### config.mk
export PLATFORM = sky130hd
export DESIGN_NAME = traffic_sensor_conditioner
export DESIGN_NICKNAME = d
export VERILOG_FILES = /design/src/rtl/traffic_sensor_pkg.sv /design/src/rtl/sensor_debounce.sv /design/src/rtl/traffic_sensor_conditioner.sv
export SDC_FILE = /design/constraint.sdc
export NUM_CORES = 1
export LEC_CHECK = 0
export ABC_AREA = 1
export BUFFER_PORTS_ARGS = -buffer_cell sky130_fd_sc_hd__buf_2
export CAP_MARGIN = 5
export CORE_MARGIN = 3
export CORE_UTILIZATION = 47
export CTS_CLUSTER_SIZE = 8
export DETAILED_ROUTE_END_ITERATION = 10
export MAX_ROUTING_LAYER = met4
export PLACE_DENSITY = 0.68
export SYNTH_ARGS = -nofsm -noshare
export SYNTH_HDL_FRONTEND = slang
export SYNTH_SLANG_ARGS = --single-unit
### constraint.sdc
create_clock -name clk -period 2.84 [get_ports clk]
set_clock_uncertainty 0.2 [all_clocks]
set_input_delay 0.852 -clock clk [delete_from_list [all_inputs] [get_ports clk]]
set_output_delay 0.852 -clock clk [all_outputs]
set_load 0.005 [all_outputs]
### src/rtl/traffic_sensor_pkg.sv
// Shared types and constants for the car-presence sensor conditioning path.
// Used by sensor_debounce and traffic_sensor_conditioner.
package traffic_sensor_pkg;

    typedef enum logic [1:0] {
        IDLE     = 2'd0,
        QUAL_ON  = 2'd1,
        ACTIVE   = 2'd2,
        QUAL_OFF = 2'd3
    } sensor_state_t;

    localparam int CNT_W               = 8;
    localparam int DEBOUNCE_CYCLES_DEF = 4;
    localparam int HOLD_CYCLES_DEF     = 8;

    // Counters stick at all-ones instead of wrapping.
    function automatic logic [CNT_W-1:0] sat_inc(input logic [CNT_W-1:0] v);
        return (v == '1) ? v : v + CNT_W'(1);
    endfunction

endpackage

### src/rtl/sensor_debounce.sv
// One sensor channel: 2-flop synchronizer, debounce FSM, rise strobe.
// Optional minimum-high hold built only when SENSOR_STRETCH_EN is defined.
module sensor_debounce
    import traffic_sensor_pkg::*;
#(
    parameter int DEBOUNCE_CYCLES = DEBOUNCE_CYCLES_DEF
`ifdef SENSOR_STRETCH_EN
  , parameter int HOLD_CYCLES     = HOLD_CYCLES_DEF
`endif
) (
    input  logic clk,
    input  logic reset,
    input  logic raw,
    output logic out,
    output logic rise
);

    localparam logic [CNT_W-1:0] DEB = CNT_W'(DEBOUNCE_CYCLES);

    logic             s1, s2;
    sensor_state_t    state, state_next;
    logic [CNT_W-1:0] cnt, cnt_next;
    logic             fsm_on_next, out_next, rise_next;

    // NOTE: sequential state uses non-blocking assignments so every flop samples pre-edge values.
    always_ff @(posedge clk) begin
        if (reset) begin
            s1    <= 1'b0;
            s2    <= 1'b0;
            state <= IDLE;
            cnt   <= '0;
            out   <= 1'b0;
            rise  <= 1'b0;
        end else begin
            s1    <= raw;
            s2    <= s1;
            state <= state_next;
            cnt   <= cnt_next;
            out   <= out_next;
            rise  <= rise_next;
        end
    end

    // NOTE: defaults first so every path assigns every output; no latch is inferred.
    always_comb begin
        state_next = state;
        cnt_next   = cnt;
        case (state)
            IDLE: begin
                if (s2) begin
                    state_next = (DEB <= CNT_W'(1)) ? ACTIVE : QUAL_ON;
                    cnt_next   = (DEB <= CNT_W'(1)) ? '0 : CNT_W'(1);
                end
            end
            QUAL_ON: begin
                if (!s2) begin
                    state_next = IDLE;
                    cnt_next   = '0;
                end else if (sat_inc(cnt) >= DEB) begin
                    state_next = ACTIVE;
                    cnt_next   = '0;
                end else begin
                    cnt_next   = sat_inc(cnt);
                end
            end
            ACTIVE: begin
                if (!s2) begin
                    state_next = (DEB <= CNT_W'(1)) ? IDLE : QUAL_OFF;
                    cnt_next   = (DEB <= CNT_W'(1)) ? '0 : CNT_W'(1);
                end
            end
            QUAL_OFF: begin
                if (s2) begin
                    state_next = ACTIVE;
                    cnt_next   = '0;
                end else if (sat_inc(cnt) >= DEB) begin
                    state_next = IDLE;
                    cnt_next   = '0;
                end else begin
                    cnt_next   = sat_inc(cnt);
                end
            end
            default: begin
                state_next = IDLE;
                cnt_next   = '0;
            end
        endcase
    end

`ifdef SENSOR_STRETCH_EN
    localparam logic [CNT_W-1:0] HOLD = CNT_W'(HOLD_CYCLES);

    logic [CNT_W-1:0] hold, hold_next;

    always_ff @(posedge clk) begin
        if (reset) hold <= '0;
        else       hold <= hold_next;
    end
`endif

    // Output is registered from the next-state decode, so the rise strobe lines up with out.
    always_comb begin
        fsm_on_next = (state_next == ACTIVE) || (state_next == QUAL_OFF);
        rise_next   = fsm_on_next && !out;
`ifdef SENSOR_STRETCH_EN
        // A held output is already 1, so a renewed FSM rise neither reloads nor strobes.
        hold_next   = rise_next ? HOLD : ((hold != '0) ? hold - CNT_W'(1) : '0);
        out_next    = fsm_on_next || (hold_next != '0);
`else
        out_next    = fsm_on_next;
`endif
    end

endmodule

### src/rtl/traffic_sensor_conditioner.sv
// Conditions the raw street-A/B car sensors into clean Sa/Sb levels plus rise strobes.
// HOLD_CYCLES exists only when SENSOR_STRETCH_EN is defined.
module traffic_sensor_conditioner
    import traffic_sensor_pkg::*;
#(
    parameter int DEBOUNCE_CYCLES = DEBOUNCE_CYCLES_DEF
`ifdef SENSOR_STRETCH_EN
  , parameter int HOLD_CYCLES     = HOLD_CYCLES_DEF
`endif
) (
    input  logic clk,
    input  logic reset,
    input  logic sa_raw,
    input  logic sb_raw,
    output logic Sa,
    output logic Sb,
    output logic sa_rise,
    output logic sb_rise
);

    sensor_debounce #(
        .DEBOUNCE_CYCLES (DEBOUNCE_CYCLES)
`ifdef SENSOR_STRETCH_EN
      , .HOLD_CYCLES     (HOLD_CYCLES)
`endif
    ) u_sa (
        .clk   (clk),
        .reset (reset),
        .raw   (sa_raw),
        .out   (Sa),
        .rise  (sa_rise)
    );

    sensor_debounce #(
        .DEBOUNCE_CYCLES (DEBOUNCE_CYCLES)
`ifdef SENSOR_STRETCH_EN
      , .HOLD_CYCLES     (HOLD_CYCLES)
`endif
    ) u_sb (
        .clk   (clk),
        .reset (reset),
        .raw   (sb_raw),
        .out   (Sb),
        .rise  (sb_rise)
    );

endmodule

## Word-level counts from Yosys, hierarchy flattened

Index checks and enable logic that the tools add are counted.

| cells by class | value |
|---|---|
| $add $sub $neg | 2 |
| multiply operators | 0 |
| div/mod/pow operators | 0 |
| $lt $le $gt $ge | 2 |
| eq/ne operators | 16 |
| shifts and indexed selects | 0 |
| muxes and demuxes | 28 |
| bitwise operators | 0 |
| reduce and logical (&&, ||, !) cells | 10 |

Operators by type and width:

| kind | count |
|---|---|
| two-way mux 8 bit | 12 |
| one-hot mux 8 bit (4 select lines) | 2 |
| two-way mux 2 bit | 12 |
| adder 8 x 1 -> 8 bit, second input constant | 2 |
| == test 2 bit, second input constant | 8 |
| == test 8 bit, second input constant | 2 |
| greater-or-equal comparator 8 x 3 -> 1 bit, second input constant | 2 |
| one-hot mux 2 bit (4 select lines) | 2 |
| == test 2 x 1 -> 1 bit, second input constant | 2 |
| logical NOT 2 bit | 2 |
| != test 2 x 1 -> 1 bit, second input constant | 2 |
| != test 2 bit, second input constant | 2 |
| AND reduction 2 bit | 2 |
| logical AND 1 bit | 2 |
| logical NOT 1 bit | 2 |
| logical OR 1 bit | 2 |

| word-level totals | value |
|---|---|
| bits in registers | 28 |
| latch bits | 0 |
| RAM bits | 0 |
| bits in read-only memories | 0 |
| input bits | 4 |
| output and inout bits | 4 |
| word-level logic and storage cells | 70 |
| memories kept | 0 |

## Depth between registers and ports, before layout

| logic depth | value |
|---|---|
| depth in word-level cells | 9 |
| mapped depth | 9 |
| gate-level depth less buffers | 9 |

## Cells and area by module

A second synthesis with hierarchy kept.

| unflattened totals | value |
|---|---|
| cells, all modules | 166 |
| area total of the unflattened synthesis | 1246.2 um2 |

By module, submodules not included:

| module | times used | cells each | area an instance (um2) | sequential area each (um2) |
|---|---|---|---|---|
| sensor_debounce | 2 | 83 | 623.1 | 280.3 |

## Worst setup path after synthesis

No wires, ideal clock.

| timing | value |
|---|---|
| path type | input to register |
| from | input port reset |
| to | register u_sb.cnt[1] |
| library setup time | 0.064 ns |
| arrival time | 1.300 ns |
| data required time | 2.576 ns |
| slack | 1.276 ns |
| stages on the path | 4 |
| path buffers | 1 |
| cells stage by stage | inv_1 buf_2 o21ai_1 nor2_1 |

RTL lines:

| item | RTL line | text |
|---|---|---|
| from (decl) | traffic_sensor_conditioner.sv:12 | `input logic reset,` |
| to (signal assigned) | sensor_debounce.sv:38 | `cnt <= cnt_next;` |
| to (decl) | sensor_debounce.sv:22 | `logic [CNT_W-1:0] cnt, cnt_next;` |

## Final worst setup path

| timing | value |
|---|---|
| from | register u_sa.out |
| to | output port Sa |

RTL lines:

| item | RTL line | text |
|---|---|---|
| from (decl) | sensor_debounce.sv:14 | `output logic out,` |
| from (signal assigned) | sensor_debounce.sv:39 | `out <= out_next;` |
| to (decl) | traffic_sensor_conditioner.sv:15 | `output logic Sa,` |

No word-level cell between the ends.

==> flow_summary.json <==
{
  "status": "completed",
  "final.setup.tns_ps": 0,
  "end_kind": "output port",
  "yosysMostFrequentCell": "nand2_1",
  "antenna_found_initial": 0,
  "grt_max_degree": 16,
  "slowest_delay_ps": 370,
  "cts_resized": 0,
  "synthCells": 156,
  "reg2reg_to": "u_sa.cnt[0]$_SDFFE_PP0P_",
  "areaGrowthSynthToFinish_pct": 8.38,
  "drcViolationCount": 0,
  "reg2reg_depth": 8,
  "synth_top_family_by_area": "simple AND/OR/NAND/NOR gates",
  "grt_pass1_vias": 871,
  "timing.final.ws_setup_ps": 976,
  "synthAdderAreaFrac_pct": 2.18,
  "cts-root-buf": "clkbuf_4",
  "async_flop_share_pct": 0,
  "synthFlopType": "dfxtp_1",
  "critPathArrivalTime_ps": 810,
  "drtIter0Drc": 12,
  "grt_pass1_wl_um": 3410,
  "wire_per_inst_um": 9.36,
  "clock_latency_ps": 320,
  "worstHoldStart": "u_sb.out$_SDFF_PP0_",
  "drive_gt1_share_pct": 13.3,
  "finalSetupViolations": 0,
  "die_w_um": 55.5,
  "synth_cell_types": 19,
  "path_buf_inv": 1,
  "hold_viol": 0,
  "synth_xor_area_share_pct": 1.41,
  "cts_sinks": 28,
  "clk_pin_slew_ps": 140,
  "cts_max_level": 1,
  "tightest_slew_ps": 429,
  "synth_edf_count": 0,
  "dpl.cell_count": 189,
  "min_period_ps": 1860,
  "synth_compound_area_share_pct": 2.94,
  "coreArea_sq_um": 2280,
  "netlist_top_cells_count": "46 x nand2_1, 28 x dfxtp_1, 27 x nor2_1",
  "powerDensity_nw_per_um2": 504,
  "holdPathEnd": "u_sb.rise$_SDFF_PP0_",
  "critPathTopFamily": "flip-flops",
  "io_buffer_count": 7,
  "ys_ff_latch": 28,
  "synth_area_sq_um": 1150,
  "die-area_sq_um": 3080,
  "postCtsSetupBuffers": 0,
  "ys_seq_area_share_pct": 48.7,
  "leakagePower_nw": 0.596,
  "fp.dieH_um": 55.5,
  "finalMaxSlewViolations": 0,
  "startpoint_type": "flop",
  "start_util_pct": 50.5,
  "slowest_stage": "dfxtp_1",
  "postCtsHoldBufs": 0,
  "rows": 17,
  "grtUsageTotal_pct": 14.0,
  "hold_path_class": "flop to flop",
  "nets": 172,
  "reg2reg_from": "u_sa.cnt[0]$_SDFFE_PP0P_",
  "ys_warn_count": 0,
  "ios": 8,
  "cts_tree": "built",
  "fin_cells": 193,
  "timing.final.crit_share_pct": 65.6,
  "relSlewSlack_pct": 71.4,
  "drtAntennaViolNets": 0,
  "critPathRequiredTime_ps": 1790,
  "synth_top_area_share_pct": 48.7,
  "hpwlAfterDp_um": 1370,
  "muxShareOfSynthArea_pct": 0,
  "vias": 919,
  "cp_max_fo": 2,
  "max_freq_mhz": 537,
  "overflow": 0,
  "antenna_cells": 0,
  "multiInputGateArea_sq_um": 485,
  "dpl-instance-area_sq_um": 1210,
  "max-vdd-ir-drop_mv": 0.354,
  "r2r_slack_ps": 1310,
  "cts_buffer_depth": 2,
  "wl_um": 1810,
  "dr.pass1.iters": 4,
  "rsz0062_at_grt": "false",
  "cap_violations": 0,
  "via_per_inst": 4.76,
  "seq_area_sq_um": 561,
  "pre_cts_ws_ps": 893,
  "whs_path_depth": 1,
  "yosys.area.top_type": "dfxtp_1",
  "cp_cell_sequence": "buf_2",
  "synth-simple-area-share_pct": 35.7,
  "cts_made_buffers": 3,
  "final_cell_area_sq_um": 1250,
  "gp_congestion": 0.857,
  "avgSynthCellArea_sq_um": 7.37,
  "synthTopCellsByArea": "dfxtp_1 49%, nand2_1 15%, nor2_1 8.8%",
  "worst-setup-path-type": "flop to output port",
  "nFillCells": 217,
  "syn_nets": 162
}
==> area by class of cell <==
class,count,area share (%)
Inverter,25,7.53
Clock buffer,4,2.91
Multi-Input combinational cell,101,39.0
Sequential cell,28,45.0
Timing Repair Buffer,7,2.81
Tap cell,28,2.81
==> cell usage in the layout (no fill, tap or decap) <==
master	instances
dfxtp_1	28
a21boi_0	1
clkbuf_8	1
nor2_2	2
clkbuf_4	3
nor3_1	2
o21a_1	1
inv_1	24
nor2_1	27
nor3_2	3
a21oi_2	1
and3_1	2
nand4_1	1
nand2_1	46
inv_2	1
buf_2	7
nand3_2	3
ha_1	2
o21ai_1	2
nand3_1	7
xor2_2	1
==> layer usage <==
metal | GRT usage (%) | routed length, um
met1 | 16.3 | 885
met2 | 23.6 | 834
met3 | 2.80 | 52
met4 | 5.21 | 34
met5 | - | 0
==> kinds of logic after synthesis <==
kind of cell             Yosys count
AND/OR/NAND/NOR                   93
AO/OA/AOI/OAI                      5
flip-flops                        28
adder cells (fa/ha/maj)            2
buffers and inverters             27
XOR/XNOR                           1
==> through the flow <==
stage          hold slack [ps]  total power, mW  util [%]
3_5_place_dp               197            0.447      53.2
3_3_place_gp               191            0.445      53.2
2_1_floorplan              188            0.439         -
6_report                   213            0.629      54.8
4_1_cts                    218            0.637      54.8
5_1_grt                    245            0.659      54.8
==> power by group <==
| part | leakage, nW | switching [mW] | internal (mW) | total [mW] |
|---|---|---|---|---|
| Combinational | 0.348 | 0.0215 | 0.0120 | 0.0335 |
| Clock | 0.0210 | 0.112 | 0.0785 | 0.190 |
| Sequential | 0.227 | 0.00525 | 0.399 | 0.405 |
| Total | 0.596 | 0.139 | 0.490 | 0.629 |
==> worst max-delay path by stage <==
stage / startpoint / to / slack, ps / cells past startpoint
after floorplan: reset / u_sb.cnt[1]$_SDFFE_PP0P_ / 1280 / 4
after global placement: reset / u_sb.state[0]$_SDFF_PP0_ / 920 / 3
after detailed placement: reset / u_sb.rise$_SDFF_PP0_ / 890 / 4
after CTS: u_sa.out$_SDFF_PP0_ / Sa / 970 / 1
after global routing: u_sa.out$_SDFF_PP0_ / Sa / 930 / 1
final: u_sa.out$_SDFF_PP0_ / Sa / 980 / 1
==> registers in the layout, summed over array words and instances, names as in the netlist, 2 cells and up <==
name        flops
u_sb.cnt        8
u_sa.cnt        8
u_sb.state      2
u_sa.state      2
Power figures use the tool's default switching activity.
